`config.mk`:
```
export PLATFORM = sky130hd
export DESIGN_NAME = skein_nonce_scanner
export DESIGN_NICKNAME = d
export VERILOG_FILES = /design/src/rtl/skein_nonce_scanner.sv
export SDC_FILE = /design/constraint.sdc
export NUM_CORES = 1
export LEC_CHECK = 0
export BUFFER_PORTS_ARGS = -buffer_cell sky130_fd_sc_hd__buf_2
export CAP_MARGIN = 15
export CORE_AREA = 2 2 273 275
export DETAILED_ROUTE_END_ITERATION = 12
export DIE_AREA = 0 0 275 277
export GPL_TIMING_DRIVEN = 0
export SLEW_MARGIN = 30
export SYNTH_ARGS = -nofsm -noshare
export SYNTH_HDL_FRONTEND = slang
export SYNTH_SLANG_ARGS = --single-unit
```
`constraint.sdc`:
```
create_clock -name clk -period 6.2 [get_ports clk]
set_clock_uncertainty 0.15 [all_clocks]
set_input_delay 0 -clock clk [delete_from_list [all_inputs] [get_ports clk]]
set_output_delay 0 -clock clk [all_outputs]
set_load 0.005 [all_outputs]
```
`src/rtl/skein_nonce_scanner.sv`:
```
// skein_nonce_scanner
//   Feeds a nonce range into the Skein-512 pipeline, follows each issued nonce
//   through the pipeline with a latency-matched tag line, compares the top
//   64 bits of every returned hash against a target, and queues winning
//   nonces in a small FIFO.
//
// Ports
//   clk, reset        clock, synchronous active-high reset
//   start, abort      begin a scan (IDLE only) / stop issuing (RUN only)
//   nonce_first/last  inclusive nonce range, may wrap through 0xFFFFFFFF
//   target            win when hash_in[511:448] <= target (unsigned)
//   nonce_out         nonce presented to the core
//   hash_in           hash returned by the core
//   found_valid/ready/nonce  winning-nonce FIFO head, valid/ready handshake
//   busy, done        scan in progress / one-cycle end-of-drain pulse
//   overflow          sticky: a win was dropped on a full FIFO
//
// Build option: define SKEIN_SCAN_STATS_EN to add output hashes_checked[31:0],
// a saturating count of hashes examined since the last accepted start.
//
// state | meaning
// IDLE  | waiting for start
// RUN   | issuing one nonce every ISSUE_INTERVAL cycles
// DRAIN | issuing stopped, waiting for in-flight tags to return
module skein_nonce_scanner #(
  parameter int PIPE_LATENCY   = 145,
  parameter int ISSUE_INTERVAL = 2,
  parameter int FIFO_DEPTH     = 4
) (
  input  logic         clk,
  input  logic         reset,
  input  logic         start,
  input  logic         abort,
  input  logic [31:0]  nonce_first,
  input  logic [31:0]  nonce_last,
  input  logic [63:0]  target,
  output logic [31:0]  nonce_out,
  input  logic [511:0] hash_in,
  output logic         found_valid,
  input  logic         found_ready,
  output logic [31:0]  found_nonce,
  output logic         busy,
  output logic         done,
  output logic         overflow
`ifdef SKEIN_SCAN_STATS_EN
  ,
  output logic [31:0]  hashes_checked
`endif
);

  localparam int PW = (ISSUE_INTERVAL > 1) ? $clog2(ISSUE_INTERVAL) : 1;
  localparam int AW = (FIFO_DEPTH > 1) ? $clog2(FIFO_DEPTH) : 1;
  localparam int CW = AW + 1;

  typedef enum logic [1:0] {S_IDLE, S_RUN, S_DRAIN} state_t;

  state_t state_q, state_d;

  logic [PW-1:0]           phase_q;
  logic [31:0]             issue_ctr;
  logic [31:0]             res_ctr;
  logic [31:0]             last_l;
  logic [63:0]             target_l;
  logic [PIPE_LATENCY-1:0] tag_q;
  logic                    tag_o;
  logic                    issue;
  logic                    load;
  logic                    done_d;

  // Only the top word of the hash takes part in the comparison.
  logic unused_hash_low;
  assign unused_hash_low = ^hash_in[447:0];

  assign tag_o = tag_q[PIPE_LATENCY-1];
  assign busy  = (state_q != S_IDLE);

  always_comb begin
    state_d = state_q;
    issue   = 1'b0;
    load    = 1'b0;
    done_d  = 1'b0;
    case (state_q)
      S_IDLE: begin
        if (start) begin
          load    = 1'b1;
          state_d = S_RUN;
        end
      end
      S_RUN: begin
        issue = (phase_q == '0);
        // An abort landing on an issue cycle still lets that nonce go out.
        if ((issue && (issue_ctr == last_l)) || abort) state_d = S_DRAIN;
      end
      S_DRAIN: begin
        if (tag_q == '0) begin
          done_d  = 1'b1;
          state_d = S_IDLE;
        end
      end
      default: state_d = S_IDLE;
    endcase
  end

  always_ff @(posedge clk) begin
    if (reset) begin
      state_q   <= S_IDLE;
      phase_q   <= '0;
      issue_ctr <= '0;
      res_ctr   <= '0;
      last_l    <= '0;
      target_l  <= '0;
      nonce_out <= '0;
      tag_q     <= '0;
      done      <= 1'b0;
    end else begin
      state_q <= state_d;
      done    <= done_d;
      tag_q   <= {tag_q[PIPE_LATENCY-2:0], issue};
      if (load) begin
        issue_ctr <= nonce_first;
        res_ctr   <= nonce_first;
        last_l    <= nonce_last;
        target_l  <= target;
        phase_q   <= '0;
      end else begin
        if (state_q == S_RUN)
          phase_q <= (phase_q == PW'(ISSUE_INTERVAL - 1)) ? '0 : phase_q + PW'(1);
        if (issue) begin
          nonce_out <= issue_ctr;
          issue_ctr <= issue_ctr + 32'd1;
        end
        if (tag_o) res_ctr <= res_ctr + 32'd1;
      end
    end
  end

  // Found-nonce FIFO. The output head is a register refreshed from the
  // memory state before this cycle's write, so a fresh entry shows up one
  // cycle after it is written.
  logic [31:0]   mem [FIFO_DEPTH];
  logic [AW-1:0] wr_ptr, rd_ptr, rd_next;
  logic [CW-1:0] count;
  logic          win, pop, full, push, drop, head_valid_d;

  assign win     = tag_o && (hash_in[511:448] <= target_l);
  assign pop     = found_valid && found_ready;
  assign full    = (count == CW'(FIFO_DEPTH));
  assign push    = win && (!full || pop);
  assign drop    = win && full && !pop;
  assign rd_next = rd_ptr + AW'(1);
  assign head_valid_d = pop ? (count > CW'(1)) : (count != '0);

  always_ff @(posedge clk) begin
    if (push) mem[wr_ptr] <= res_ctr;
  end

  always_ff @(posedge clk) begin
    if (reset) begin
      wr_ptr      <= '0;
      rd_ptr      <= '0;
      count       <= '0;
      found_valid <= 1'b0;
      found_nonce <= '0;
      overflow    <= 1'b0;
    end else begin
      if (push) wr_ptr <= wr_ptr + AW'(1);
      if (pop)  rd_ptr <= rd_next;
      if (push && !pop)      count <= count + CW'(1);
      else if (!push && pop) count <= count - CW'(1);
      found_valid <= head_valid_d;
      if (head_valid_d) found_nonce <= pop ? mem[rd_next] : mem[rd_ptr];
      if (load)      overflow <= 1'b0;
      else if (drop) overflow <= 1'b1;
    end
  end

`ifdef SKEIN_SCAN_STATS_EN
  always_ff @(posedge clk) begin
    if (reset || load)                   hashes_checked <= '0;
    else if (tag_o && (hashes_checked != '1)) hashes_checked <= hashes_checked + 32'd1;
  end
`endif

endmodule

```
==> flow_summary.ini <==
[floorplan]
start_util = 0.288
die_height_um = 277
core_um2 = 73600
design.die.area_um2 = 76200
io_pins = 713
rows = 100
dieWidth_um = 275

[route]
drt_first_pass_iters = 7
ant_nets = 0
remaining_drc_errors = 0
routed_wl_mm = 68.8
routed_via_density = 4.74
avgRoutedWirePerCell_um = 19.4
drt_iter0_markers = 1169
num_vias = 16811

[setup_path]
start_kind = register
crit_fanout = 8
reg2reg_to = mem[0][10]$_DFFE_PP_
worstSetupEndpointType = register
critical_path_class = register to register
r2r_start = target_l[41]$_SDFFE_PP0P_
crit_required_ps = 6350
arrival_ps = 4360
r2r_cells = 11
r2r_setup_slack_ps = 1990

[yosys]
synth_area_um2 = 21200
synth_edf_count = 128
synth_fp_nets = 2758
netlist_top_cells_area = dfxtp_1 36%, edfxtp_1 18%, mux4_2 6.8%
async_flop_share = 0
synth_area_per_cell_um2 = 10.4
ys_seq_elements = 512
yosysWarningCount = 0
synth_top_cell_area_share = 0.363
synth.distinct_cells = 55
yosysTopAreaCell = dfxtp_1
syn_inst = 2038
seq_area_frac_synth = 0.545
synthFlopType = dfxtp_1

[clock_tree]
cts_resized = 0
cts.clk_slew.worst_paths_ps = 60
cts_tree = done
numCtsBuffers = 54
cts_sinks = 512
clockBufferDepth = 3
root_buffer = clkbuf_16
clock_insertion_delay_worst_skew_ps = 630
htree_levels = 2
post_cts_buffers = 0

[timing]
tns_ps = 0
fmax_mhz = 238
maxSlewViolCount = 0
holdWs_ps = 30.6
rsz0062_at_grt = no
fin_ws_ps = 1990
tightest_slew_ps = 982
slew_headroom = 0.346
setup-violations-final = 0
hold_violations = 0
final.min_clock_period_ps = 4210
period_share = 0.679

[job]
drv_cap = 0

[cells_and_area]
final_cell_area_um2 = 27300
syn2layout_area_growth_pct = 29.1
utilization = 0.371
fin_nets = 3246
instances_no_fill = 3544
drive_gt1_frac = 0.186
fill_cells = 7359

[worst_hold_path]
min_to = target_l[32]$_SDFFE_PP0P_
hp-class = input pin to register
min-delay-start = target[32]
min_path_cells = 4

[global_route]
grt_max_degree = 17
grt_pass1_wl_mm = 102
grt_pass1_vias = 16875
grt_util_met3 = 0.0423
overflow = 0
grt_usage = 0.178
grt_util_met2 = 0.262
grt.busiest_layer = met2
antenna_found_initial = 9
grtUsageMet1 = 0.252

[pwr]
power.density_nw_per_um2 = 282
vdd_drop_max_mv = 0.216
leakage_nw = 10.4
power_mw = 7.70

[placement]
placed_cell_area_um2 = 23800
portBuffers = 262
place_inst = 3286
gp_congestion = 0.863
hpwlAfterDp_mm = 53.0
dpl_worst_slack_ps = 1990

[status]
outcome = completed
## state kept, by name, summed over array words and instances, names as in the netlist, named ones only
register	flops
last_l	32
wr_ptr	2
phase_q	1
rd_ptr	2
count	3
issue_ctr	32
overflow	1
done	1
tag_q	145
found_nonce	32
state_q	2
target_l	64
mem	128
nonce_out	32
res_ctr	32
found_valid	1
## layer usage
metal | share of wire | wire length [µm]
met3 | 0.077 | 5290
met4 | 0.037 | 2550
met1 | 0.47 | 32300
met2 | 0.42 | 28600
met5 | 0.00060 | 41
## power breakdown
part / switching [mW] / internal [mW]
registers: 0.121 / 3.53
logic: 0.393 / 0.280
clock network: 1.40 / 1.97
## logic make-up after synthesis
group,count (synthesis),synth area share
flip-flops,512,0.545
AND/OR/NAND/NOR,766,0.179
AO/OA/AOI/OAI,325,0.0869
XOR/XNOR,96,0.0397
adder cells (fa/ha/maj),75,0.0444
multiplexers,66,0.0691
buffers and inverters,198,0.0363
## critical path, stage by stage, from the launching register on
cell	delay, ps
dfxtp_1	320
inv_1	50
ha_1	300
nand4_1	150
nor4_1	580
nand3_2	300
nor4_4	640
a21oi_2	170
nor3b_2	580
buf_4	310
buf_6	170
buf_4	180
## synth_stat cells (all sizes together) (7+ instances only)
library cell  number
a21oi            224
nor3               7
nand3             54
mux4              64
and3              14
ha                75
and4              11
clkbuf            98
nand2            344
xnor2             40
a311oi            32
xor2              56
edfxtp           128
nor4              47
buf               23
o21ai             47
nor2b            148
inv               77
nor2              81
dfxtp            384
nand4             38
## final cells by class
type | instances | area (µm²) | share of cell area
Antenna cell | 3 | 7.51 | 0.000275
Buffer | 121 | 478 | 0.0175
Clock buffer | 81 | 1720 | 0.0628
Clock inverter | 21 | 209 | 0.00765
Inverter | 77 | 289 | 0.0106
Multi-Input combinational cell | 1328 | 8880 | 0.325
Sequential cell | 512 | 11500 | 0.422
Tap cell | 969 | 1210 | 0.0444
Timing Repair Buffer | 432 | 2990 | 0.109
## layout by cell type, fill, tap and decap left out, types with 3 or more instances in the layout
cell,count
nand3_1,53
ha_1,75
nor3_1,5
nand4_1,35
clkbuf_2,4
o21ai_0,47
clkinv_2,11
and3_1,14
mux4_2,64
clkinvlp_4,4
nor4_4,3
nor4_1,44
diode_2,3
xor2_1,56
buf_1,8
buf_2,275
clkbuf_16,60
nand2_1,344
nand2b_1,3
inv_1,77
a311oi_1,32
and2_1,5
xnor2_1,40
clkbuf_1,102
nand4_2,3
a21o_1,3
buf_6,4
edfxtp_1,128
nor2b_1,147
dlygate4sd3_1,153
buf_4,15
a211oi_1,3
nor2_1,80
and4_1,9
a21oi_1,223
dfxtp_1,384
nor3b_2,4
clkbuf_8,13
## what timing repair did
item	4_1_cts	5_1_grt
hold endpoints to repair	207	0
setup endpoints to repair	0	0
hold buffers	153	0
## worst max path at each step
stage / start / to
6_report: target_l[41]$_SDFFE_PP0P_ / mem[0][10]$_DFFE_PP_
5_1_grt: target_l[51]$_SDFFE_PP0P_ / mem[0][10]$_DFFE_PP_
4_1_cts: target_l[43]$_SDFFE_PP0P_ / mem[0][10]$_DFFE_PP_
3_5_place_dp: target_l[43]$_SDFFE_PP0P_ / mem[0][20]$_DFFE_PP_
3_3_place_gp: target_l[43]$_SDFFE_PP0P_ / mem[0][20]$_DFFE_PP_
2_1_floorplan: target_l[62]$_SDFFE_PP0P_ / mem[0][0]$_DFFE_PP_
No activity file was read; power rests on OpenSTA's default activity.
